File: config.mk
export PLATFORM = sky130hd
export DESIGN_NAME = fp_normalize_pack
export DESIGN_NICKNAME = d
export VERILOG_FILES = /design/src/rtl/fp_pkg.sv /design/src/rtl/fp_round.sv /design/src/rtl/fp_normalize_pack.sv
export SDC_FILE = /design/constraint.sdc
export NUM_CORES = 1
export LEC_CHECK = 0
export CORE_ASPECT_RATIO = 1.1
export CORE_MARGIN = 2
export CORE_UTILIZATION = 55
export CTS_CLUSTER_DIAMETER = 200
export DETAILED_ROUTE_END_ITERATION = 10
export PLACE_DENSITY = 0.81
export REMOVE_ABC_BUFFERS = 1
export SLEW_MARGIN = 0
export SYNTH_ARGS = -nofsm -noshare
export SYNTH_HDL_FRONTEND = slang
export SYNTH_SLANG_ARGS = --single-unit
File: constraint.sdc
create_clock -name clk -period 5.04 [get_ports clk]
set_input_delay 1.512 -clock clk [delete_from_list [all_inputs] [get_ports clk]]
set_output_delay 1.512 -clock clk [all_outputs]
set_load 0.01 [all_outputs]
File: src/rtl/fp_pkg.sv
// Shared types and constants for the normalise/round/pack stage of the FP adder.
package fp_pkg;

    localparam int EXP_W   = 8;
    localparam int MANT_W  = 28;
    localparam int FRAC_W  = 23;
    localparam int EXP_MAX = 255;
    localparam int BIAS    = 127;

    typedef enum logic [1:0] {
        ST_IDLE  = 2'd0,
        ST_NORM  = 2'd1,
        ST_ROUND = 2'd2,
        ST_DONE  = 2'd3
    } state_t;

    // Assemble an IEEE-754 single from its three fields.
    function automatic logic [31:0] pack_fp(input logic s,
                                            input logic [EXP_W-1:0] e,
                                            input logic [FRAC_W-1:0] f);
        return {s, e, f};
    endfunction

endpackage

File: src/rtl/fp_round.sv
// Round-to-nearest-even of a 24-bit significand (hidden bit + fraction) using G/R/S.
module fp_round
    import fp_pkg::*;
(
    input  logic [FRAC_W:0] mant,
    input  logic            guard_bit,
    input  logic            round_bit,
    input  logic            sticky_bit,
    output logic [FRAC_W:0] mant_rnd,
    output logic            carry,
    output logic            inexact
);

    logic            inc_s;
    logic [FRAC_W+1:0] sum_s;

    // Increment on more-than-half, or exactly half with an odd LSB.
    always_comb begin
        inc_s   = guard_bit && (round_bit || sticky_bit || mant[0]);
        sum_s   = {1'b0, mant} + {{(FRAC_W+1){1'b0}}, inc_s};
        carry   = sum_s[FRAC_W+1];
        inexact = guard_bit || round_bit || sticky_bit;
        if (carry) begin
            mant_rnd = {1'b1, {FRAC_W{1'b0}}};
        end else begin
            mant_rnd = sum_s[FRAC_W:0];
        end
    end

endmodule

File: src/rtl/fp_normalize_pack.sv
// Normalises a raw adder sum one bit per cycle, rounds it to nearest-even and
// packs it as an IEEE-754 single with overflow/underflow/inexact flags.
module fp_normalize_pack
    import fp_pkg::*;
(
    input  logic              clk,
    input  logic              rst_n,
    input  logic              in_valid,
    output logic              in_ready,
    input  logic              in_sign,
    input  logic [EXP_W-1:0]  in_exp,
    input  logic [MANT_W-1:0] in_mantis,
    input  logic              in_loss,
    output logic              out_valid,
    input  logic              out_ready,
    output logic [31:0]       result,
    output logic [2:0]        flags
);

    // Two spare exponent bits absorb the +1 from a carry shift and a rounding carry.
    localparam int XEXP_W = EXP_W + 2;

    state_t              state_r;
    state_t              state_nxt_s;
    logic                sign_r;
    logic                pass_r;
    logic [XEXP_W-1:0]   exp_r;
    logic [MANT_W-1:0]   mant_r;
    logic                out_valid_r;
    logic [31:0]         result_r;
    logic [2:0]          flags_r;

    logic                norm_left_s;
    logic [FRAC_W:0]     mant_rnd_s;
    logic                carry_s;
    logic                inexact_s;
    logic [XEXP_W-1:0]   exp_fin_s;
    logic [31:0]         result_s;
    logic [2:0]          flags_s;

    assign in_ready  = (state_r == ST_IDLE);
    assign out_valid = out_valid_r;
    assign result    = result_r;
    assign flags     = flags_r;

    assign norm_left_s = !mant_r[MANT_W-1] && !mant_r[MANT_W-2]
                         && (mant_r != {MANT_W{1'b0}})
                         && (exp_r > XEXP_W'(1));

    fp_round u_round (
        .mant       (mant_r[MANT_W-2:3]),
        .guard_bit  (mant_r[2]),
        .round_bit  (mant_r[1]),
        .sticky_bit (mant_r[0]),
        .mant_rnd   (mant_rnd_s),
        .carry      (carry_s),
        .inexact    (inexact_s)
    );

    // State register.
    always_ff @(posedge clk or negedge rst_n) begin
        if (!rst_n) begin
            state_r <= ST_IDLE;
        end else begin
            state_r <= state_nxt_s;
        end
    end

    // Next-state logic; infinities/NaNs skip normalisation entirely.
    always_comb begin
        state_nxt_s = state_r;
        case (state_r)
            ST_IDLE: begin
                if (in_valid) begin
                    state_nxt_s = ST_NORM;
                end else begin
                    state_nxt_s = ST_IDLE;
                end
            end
            ST_NORM: begin
                if (pass_r || !norm_left_s) begin
                    state_nxt_s = ST_ROUND;
                end else begin
                    state_nxt_s = ST_NORM;
                end
            end
            ST_ROUND: state_nxt_s = ST_DONE;
            ST_DONE: begin
                if (out_valid_r && out_ready) begin
                    state_nxt_s = ST_IDLE;
                end else begin
                    state_nxt_s = ST_DONE;
                end
            end
            default: state_nxt_s = ST_IDLE;
        endcase
    end

    // Result selection: pass-through, zero, overflow, or rounded normal/denormal.
    always_comb begin
        exp_fin_s = exp_r + {{(XEXP_W-1){1'b0}}, carry_s};
        result_s  = 32'h0000_0000;
        flags_s   = 3'b000;
        if (pass_r) begin
            result_s = pack_fp(sign_r, 8'hFF, mant_r[FRAC_W+2:3]);
            flags_s  = 3'b000;
        end else if (mant_r == {MANT_W{1'b0}}) begin
            result_s = 32'h0000_0000;
            flags_s  = 3'b000;
        end else if (exp_fin_s >= XEXP_W'(EXP_MAX)) begin
            result_s = pack_fp(sign_r, 8'hFF, {FRAC_W{1'b0}});
            flags_s  = 3'b101;
        end else begin
            result_s = pack_fp(sign_r,
                               mant_rnd_s[FRAC_W] ? exp_fin_s[EXP_W-1:0] : 8'h00,
                               mant_rnd_s[FRAC_W-1:0]);
            flags_s  = {1'b0, !mant_r[MANT_W-2] && inexact_s, inexact_s};
        end
    end

    // Datapath and output registers.
    always_ff @(posedge clk or negedge rst_n) begin
        if (!rst_n) begin
            sign_r      <= 1'b0;
            pass_r      <= 1'b0;
            exp_r       <= {XEXP_W{1'b0}};
            mant_r      <= {MANT_W{1'b0}};
            out_valid_r <= 1'b0;
            result_r    <= 32'h0000_0000;
            flags_r     <= 3'b000;
        end else begin
            case (state_r)
                ST_IDLE: begin
                    if (in_valid) begin
                        sign_r <= in_sign;
                        pass_r <= (in_exp == 8'hFF);
                        exp_r  <= {2'b00, in_exp};
                        mant_r <= {in_mantis[MANT_W-1:1], in_mantis[0] | in_loss};
                    end
                end
                ST_NORM: begin
                    if (!pass_r) begin
                        if (mant_r[MANT_W-1]) begin
                            mant_r <= {1'b0, mant_r[MANT_W-1:2], mant_r[1] | mant_r[0]};
                            exp_r  <= exp_r + XEXP_W'(1);
                        end else if (norm_left_s) begin
                            mant_r <= {mant_r[MANT_W-2:0], 1'b0};
                            exp_r  <= exp_r - XEXP_W'(1);
                        end
                    end
                end
                ST_ROUND: begin
                    result_r    <= result_s;
                    flags_r     <= flags_s;
                    out_valid_r <= 1'b1;
                end
                ST_DONE: begin
                    if (out_ready) begin
                        out_valid_r <= 1'b0;
                    end
                end
                default: out_valid_r <= 1'b0;
            endcase
        end
    end

endmodule

* Word level (Yosys, flattened, before mapping) *
Cells that the tools add are included.

cells by class
  add/sub/neg operators = 4
  bitwise operators = 2
  equal/unequal tests = 8
  reduce and logical (&&, ||, !) cells = 23
  multiplexer cells = 24
  magnitude comparators = 2

operators by type and width
  operator                 number
  $mux W28                 4
  $mux W32                 2
  $pmux W28 S2             1
  $mux W10                 4
  $mux W31                 1
  $logic_not A28 Y1        1
  $reduce_bool A28 Y1      1
  $add A24 B1 Y25          1
  $mux W24                 1
  $pmux W10 S2             1
  $add A10 B1 Y10          1
  $add A10 B1 Y10 const B  1
  $ge A10 B8 Y1 const B    1
  $gt A10 B1 Y1 const B    1
  $sub A10 B1 Y10 const B  1
  $mux W3                  3
  $eq A8 B8 Y1 const B     1
  $mux W8                  1
  $pmux W2 S4              1
  $logic_and A1 B1 Y1      6
  $ne A2 B2 Y1 const B     3
  $logic_or A1 B1 Y1       5
  $eq A2 B2 Y1 const B     2
  $mux W2                  2
  11 further kinds         17

word-level totals
  bits in registers = 78
  output and inout bits = 37
  word-level logic and storage cells = 72
  bits of input ports = 42

* Depth between registers and ports, before layout *
Gate-level depths: netlist of the first run.

  depth in word-level cells = 9
  depth in mapped cells = 16
  mapped depth without buffers = 13

* By module *
Synthesis of the first run repeated with hierarchy kept, for this count alone.

second synthesis, totals
  cells, all modules = 605
  area, all modules = 5,356.4 um^2

by module, submodules not included
  module             times used  area an instance (um^2)  cells an instance  sequential area each (um^2)
  fp_normalize_pack  1           4,626.9                  496                1,951.9
  fp_round           1           729.4                    109                0.0

* Least setup slack after synthesis of the first run *
No wires, ideal clock.

  path type = reg-to-reg
  start = reg mant_r[2]
  end = reg result_r[1] (netlist: result[1])
  data arrival time = 3,546 ps
  period minus slack after synthesis = 3,672 ps
  library setup time = 126 ps
  path buffers = 1
  cell stages (with the launch flop) = 15
  setup slack = 1,368 ps
  required time = 4,914 ps
  path through = dfrtp_1 and2_2 ha_1 nand4_4 or4_2 nor2_1 ha_1 ha_1 nand3_1 or3_1 a211oi_1 nor4_1 buf_2 a221oi_1 nor2_1

between the ends
  cells in the longest elaborated chain, start to end = 7
  elaborated cells on any way between the ends = 9
  classes of those cells = add/sub (2); order compare (1); mux (4); reduce/logical (2)

RTL lines
  element                   RTL line                  RTL
  start: declaration        fp_normalize_pack.sv:28   logic [MANT_W-1:0] mant_r;
  start signal: assignment  fp_normalize_pack.sv:127  mant_r <= {MANT_W{1'b0}};
  start signal: assignment  fp_normalize_pack.sv:138  mant_r <= {in_mantis[MANT_W-1:1], in_mantis[0] | in_loss};
  start signal: assignment  fp_normalize_pack.sv:144  mant_r <= {1'b0, mant_r[MANT_W-1:2], mant_r[1] | mant_r[0]};
  $logic_and A1 B1 Y1       fp_round.sv:19            inc_s = guard_bit && (round_bit || sticky_bit || mant[0]);
  $add A24 B1 Y25           fp_round.sv:20            sum_s = {1'b0, mant} + {{(FRAC_W+1){1'b0}}, inc_s};
  $add A10 B1 Y10           fp_normalize_pack.sv:101  exp_fin_s = exp_r + {{(XEXP_W-1){1'b0}}, carry_s};
  $ge A10 B8 Y1             fp_normalize_pack.sv:110  end else if (exp_fin_s >= XEXP_W'(EXP_MAX)) begin
  $mux W31                  fp_normalize_pack.sv:110
  $mux W32 *                fp_normalize_pack.sv:107  end else if (mant_r == {MANT_W{1'b0}}) begin
  $mux W32 *                fp_normalize_pack.sv:104  if (pass_r) begin
  end signal: assignment    fp_normalize_pack.sv:153  result_r <= result_s;
  end: declaration          fp_normalize_pack.sv:30   logic [31:0] result_r;

Mark *: on every way between the ends. The rest lies on a longest branch, timed or not.
A chain may end at the register's enable or synchronous reset.

* Final worst setup path of the first run *
  start = reg mant_r[2]
  end = reg result_r[9] (netlist: result[9])

The elaborated chain is that of the path after synthesis.

==> flow_metrics.env, run 1 <==
export IMPL_drtPass1Iterations=5
export IMPL_worst_setup_path_start_kind="flip-flop"
export IMPL_crit_chain="and2_2 > ha_1 > nand4_4 > or4_2 > nor2_1 > ha_1 > ha_1 > nand3_1 > o21ai_1 > a211oi_1 > nor4_2 > buf_4 > a21bo_1 > a21oi_1"
export IMPL_synth_edff_count=0
export IMPL_vias=5071
export IMPL_yosysWarnings=0
export IMPL_root_buffer="clkbuf_8"
export IMPL_die_height_um=107.3
export IMPL_status="completed"
export IMPL_synth_distinct_cells=62
export IMPL_min_period_over_period=0.9064
export IMPL_dp_hpwl_mm=9.563
export IMPL_required_ns=5.35
export IMPL_hold_slack_ns=0.4898
export IMPL_tightest_slew_ns=1.017
export IMPL_synthArstFlopShare=1.000
export IMPL_ys_seq_elements=78
export IMPL_final_nets=720
export IMPL_die_area_um2=10510
export IMPL_critPathMaxStageDelay_ns=0.77
export IMPL_cts_post_setup_buffers_inserted=0
export IMPL_area_growth_pct=15.62
export IMPL_placement_rows=37
export IMPL_diodes=0
export IMPL_post_route_drc_count=0
export IMPL_grt_total_usage=0.2812
export IMPL_fin_util=0.6565
export IMPL_ys_top_cells_by_area="dfrtp_1 (37%), nor2_1 (6.4%), mux2_1 (5.1%)"
export IMPL_wl_per_cell_um=18.02
export IMPL_die_w_um=97.92
export IMPL_hold_viol=0
export IMPL_syn_inst=642
export IMPL_power_density_nw_per_um2=659.6
export IMPL_max_clock_path_buffers=2
export IMPL_ir_worst_vdd_mv=0.3386
export IMPL_synth_main_ff_cell="dfrtp_1"
export IMPL_yosysSeqAreaShare=0.3658
export IMPL_syn_area_um2=5336
export IMPL_grt_start_max_net_pins=79
export IMPL_cts_sinks=78
export IMPL_synth_top_area_share=0.3658
export IMPL_clk_latency_ns=0.37
export IMPL_coreArea_um2=9398
export IMPL_slowest_stage="nor4_2"
export IMPL_relSlewSlack=0.3218
export IMPL_antenna_found_initial=0
export IMPL_synth_area_per_cell_um2=8.312
export IMPL_overflow=0
export IMPL_postRouteAntennaNets=0
export IMPL_vias_per_cell=6.387
export IMPL_synth_top_cells_by_count="nor2_1 (91), dfrtp_1 (78), nand2_1 (66)"
export IMPL_p_leak_uw=0.002345
export IMPL_num_io_pins=79
export IMPL_setup_worst_path_class="reg2reg"
export IMPL_drv_slew=0
export IMPL_cts_tree="yes"
export IMPL_max_freq_mhz=218.9
export IMPL_n_fill_cell=796
export IMPL_path_max_fanout=22
export IMPL_worstHoldPathType="reg2reg"
export IMPL_dp_worst_setup_slack_ns=0.5763
export IMPL_synth_most_common_cell="nor2_1"
export IMPL_grt_pass1_wl_mm=23.98
export IMPL_fin_ws_ns=0.4716
export IMPL_routed_wl_mm=14.30
export IMPL_drt_iter0_drc=366
export IMPL_numCtsBuffers=9
export IMPL_ctsHoldBuffers=0
export IMPL_layout_min_cycle_time_ns=4.568
export IMPL_grt_pass1_vias=4916
export IMPL_setup_viol=0
export IMPL_drive_gt1_frac=0.05908
export IMPL_path_clk_slew_ns=0.08
export IMPL_path_common_cell="ha_1"
export IMPL_initial_core_util=0.5678
export IMPL_grt_setup_unrepaired="false"
export IMPL_worst_ep_arrival_time_ns=4.87
export IMPL_finClkSkew_ns=0.005594
export IMPL_power_uw=4070
export IMPL_port_buffers=78
export IMPL_endpoint_kind="flip-flop"
export IMPL_post_cts_resized=0
export IMPL_cap_violations=0
export IMPL_htreeDepth=3
export IMPL_gp_congestion=0.9041
export IMPL_yosysTopAreaCell="dfrtp_1"
cell type report:
cell class / count / area [um2] / share of cell area
inverters: 10 / 37.54 / 0.006084
clock inverters: 3 / 65.06 / 0.01055
flip-flops and latches: 78 / 1952 / 0.3164
clock buffers: 13 / 168.9 / 0.02738
well taps: 117 / 146.4 / 0.02373
repair buffers: 84 / 823.3 / 0.1334
multi-input cells: 489 / 2977 / 0.4825
worst paths after layout:
path / depth (start not counted) / slack [ns] / endpoint / startpoint
setup / recovery: 14 / 0.47 / result[9] / mant_r[2]
hold / removal: 1 / 0.49 / flags[0] / flags[0]
setup reg to reg: 14 / 0.47 / result[9] / mant_r[2]
hold reg to reg: 1 / 0.49 / flags[0] / flags[0]
max in group asynchronous: 1 / 3.11 / mant_r[19] / rst_n
min in group asynchronous: 1 / 1.30 / exp_r[4] / rst_n
metrics by stage:
stage | setup TNS (ns) | cell area [um2] | std cells
after floorplan | -1.105 | 4938 | 577
after global placement | 0 | 5936 | 778
after detailed placement | 0 | 5936 | 778
after CTS | 0 | 6170 | 794
after global routing | 0 | 6170 | 794
final | 0 | 6170 | 794
where the power goes:
part           internal [uW]  switching, uW  total [uW]
clock network            319            240         559
registers                942            557        1500
logic                    926           1090        2010
logic make-up after synthesis:
family,after synthesis,synth area share
flops,78,0.3658
xor+xnor,14,0.02298
buf+inv,75,0.08159
fa+ha+maj,6,0.01407
compound gates,153,0.1824
simple gates,289,0.2769
mux,27,0.05627
layout by cell type (no fill, tap or decap), types with 6 or more instances in the layout:
cell type	Yosys	routed
a21oi_1	41	40
xnor2_1	8	8
nor3_1	17	17
nor2_1	91	90
nand3_1	19	19
dfrtp_1	78	78
clkdlybuf4s50_1	0	77
o211ai_1	12	12
buf_4	5	7
nor4_1	17	16
o21ai_1	12	12
xor2_1	6	6
clkbuf_8	1	12
nand3b_1	26	26
a31oi_1	34	34
nand4_1	14	14
o21ai_0	13	13
nand2_1	66	66
inv_1	10	10
ha_1	6	6
mux2_1	24	24
flip-flops by register name (all words and copies together) (netlist names):
| signal | flops |
|---|---|
| exp_r | 10 |
| flags | 3 |
| mant_r | 28 |
| out_valid | 1 |
| pass_r | 1 |
| result | 32 |
| sign_r | 1 |
| state_r | 2 |
critical path: cells and delay by family (launching register included):
family                   cells  cell delay, ns
AO/OA/AOI/OAI                4            0.75
AND/OR/NAND/NOR              6            2.20
flip-flops                   1            0.50
buffers and inverters        1            0.38
adder cells (fa/ha/maj)      3            0.65
routing by layer:
| metal | part of all wire | vias to the layer above | global-route usage | wire [um] |
|---|---|---|---|---|
| li1 | - | 2369 | - | - |
| met1 | 0.42 | 2427 | 0.3732 | 6038 |
| met2 | 0.48 | 233 | 0.4472 | 6832 |
| met3 | 0.067 | 42 | 0.04351 | 963 |
| met4 | 0.033 | 0 | 0.1448 | 469 |
| met5 | 0 | - | 0 | 0 |
Power figures use the tool's default switching activity.
==> run 2, diff against run 1 <==
--- a/config.mk
+++ b/config.mk
@@ -10,6 +10,7 @@
 export CORE_UTILIZATION = 55
 export CTS_CLUSTER_DIAMETER = 200
 export DETAILED_ROUTE_END_ITERATION = 10
+export GPL_TIMING_DRIVEN = 0
 export PLACE_DENSITY = 0.81
 export REMOVE_ABC_BUFFERS = 1
 export SLEW_MARGIN = 0
==> run 2 against run 1 <==
Effect of this change:
- sequential share of layout area decreased by 0.27 points
- clock-buffer cell count unchanged
- register-to-register slack got worse by 0.03 ns
- fmax decreased by 0.69%
- critical path depth unchanged
- critical path type unchanged
- via count increased by 0.97%
- setup slack got worse by 0.032 ns
==> flow_metrics.env, run 2 (synthesis results as in run 1) <==
export IMPL_status="completed"
export IMPL_grt_pass1_vias=5096
export IMPL_max_freq_mhz=217.4
export IMPL_vias=5120
export IMPL_fin_ws_ns=0.4398
export IMPL_die_height_um=107.3
export IMPL_gp_congestion=0.8846
export IMPL_dp_hpwl_mm=9.705
export IMPL_final_nets=720
export IMPL_min_period_over_period=0.9127
export IMPL_drive_gt1_frac=0.06204
export IMPL_grt_start_max_net_pins=55
export IMPL_die_w_um=97.92
export IMPL_htreeDepth=3
export IMPL_cts_post_setup_buffers_inserted=0
export IMPL_final_setup_tns_ns=0
export IMPL_antenna_found_initial=0
export IMPL_grt_total_usage=0.2850
export IMPL_ir_worst_vdd_mv=0.4821
export IMPL_worstHoldPathType="reg2reg"
export IMPL_largest_reg_flops=32
export IMPL_layout_min_cycle_time_ns=4.600
export IMPL_worst_ep_arrival_time_ns=4.89
export IMPL_max_clock_path_buffers=2
export IMPL_wl_per_cell_um=18.23
export IMPL_relSlewSlack=0.3112
export IMPL_ctsHoldBuffers=0
export IMPL_layout_common_cells="nor2_1 (90), dfrtp_1 (77), clkdlybuf4s50_1 (77)"
export IMPL_initial_core_util=0.5678
export IMPL_setup_worst_path_class="reg2reg"
export IMPL_clk_latency_ns=0.37
export IMPL_grt_setup_unrepaired="false"
export IMPL_overflow=0
export IMPL_tightest_slew_ns=1.033
export IMPL_setup_viol=0
export IMPL_routed_wl_mm=14.47
export IMPL_drtPass1Iterations=5
export IMPL_vias_per_cell=6.448
export IMPL_hold_viol=0
export IMPL_root_buffer="clkbuf_8"
export IMPL_p_leak_uw=0.002360
export IMPL_path_max_fanout=10
export IMPL_dp_worst_setup_slack_ns=0.4871
export IMPL_required_ns=5.33
export IMPL_drt_iter0_drc=390
export IMPL_post_route_drc_count=0
export IMPL_cts_tree="yes"
export IMPL_num_io_pins=79
export IMPL_numCtsBuffers=9
export IMPL_endpoint_kind="flip-flop"
export IMPL_worst_setup_path_start_kind="flip-flop"
export IMPL_post_cts_resized=0
export IMPL_port_buffers=78
export IMPL_fin_util=0.6625
export IMPL_die_area_um2=10510
export IMPL_power_density_nw_per_um2=661.0
export IMPL_grt_pass1_wl_mm=24.31
export IMPL_final_common_cell="nor2_1"
export IMPL_cap_violations=0
export IMPL_placement_rows=37
export IMPL_diodes=0
export IMPL_cts_sinks=78
export IMPL_coreArea_um2=9398
export IMPL_finClkSkew_ns=0.01304
export IMPL_postRouteAntennaNets=0
export IMPL_area_growth_pct=16.67
export IMPL_path_clk_slew_ns=0.09
export IMPL_drv_slew=0
[run 2: worst max-delay path: stages, from the launching register on]
cell and delay, ns:
dfrtp_1 0.55, and2_2 0.20, ha_1 0.28, nand4_4 0.18, or4_2 0.76, nor2_1 0.17, ha_1 0.21, ha_1 0.22
nand3_1 0.15, o21ai_1 0.25, a211oi_1 0.17, nor4_2 0.77, buf_4 0.32, nand3b_1 0.09, a31oi_1 0.18
[run 2: final cells by class]
type,count,area (um2)
multi-input combinational,489,2979
clock inverter,3,65.06
fill,798,3172
clock buffer,13,168.9
inverter,10,37.54
timing repair buffer,84,875.8
tap,117,146.4
sequential,78,1953
[run 2: power breakdown]
| part | internal [uW] | total (uW) | switching [uW] |
|---|---|---|---|
| registers | 942 | 1520 | 573 |
| logic | 954 | 2040 | 1090 |
| clock network | 319 | 560 | 241 |
| total | 2220 | 4120 | 1900 |
[run 2: final timing paths]
check	start	endpoint	slack [ns]	depth (start not counted)
worst max-delay path	mant_r[3]	result[2]	0.44	14
worst min-delay path	sign_r	sign_r	0.50	2
worst max register to register	mant_r[3]	result[2]	0.44	14
worst min register to register	sign_r	sign_r	0.50	2
max in group asynchronous	rst_n	mant_r[27]	3.37	2
min in group asynchronous	rst_n	mant_r[7]	1.09	1
[run 2: through the flow]
stage          total power (uW)  instances  cell area (um2)  hold WS (ns)
6_report                   4115        794             6226        0.4963
5_1_grt                    4411        794             6226        0.5187
4_1_cts                    4094        794             6223        0.4955
3_5_place_dp               3527        778             5989        0.4747
3_3_place_gp               3367        772             5866        0.4652
2_1_floorplan              2629        577             4938        0.4455
[run 2: per-layer routing]
layer | routed length (um) | share of wire | global-route usage
met3 | 1011 | 0.070 | 0.04221
met1 | 5904 | 0.41 | 0.3621
met2 | 7228 | 0.50 | 0.4902
met4 | 326 | 0.023 | 0.1131
met5 | 0 | 0 | 0
==> run 3, diff against run 2 <==
==> constraint.sdc (replaced) <==
create_clock -name clk -period 5.04 [get_ports clk]
set_input_delay 1.008 -clock clk [delete_from_list [all_inputs] [get_ports clk]]
set_output_delay 1.008 -clock clk [all_outputs]
set_load 0.01 [all_outputs]
==> results of run 3 <==
The final DEF is identical to that of run 2. Status: completed.
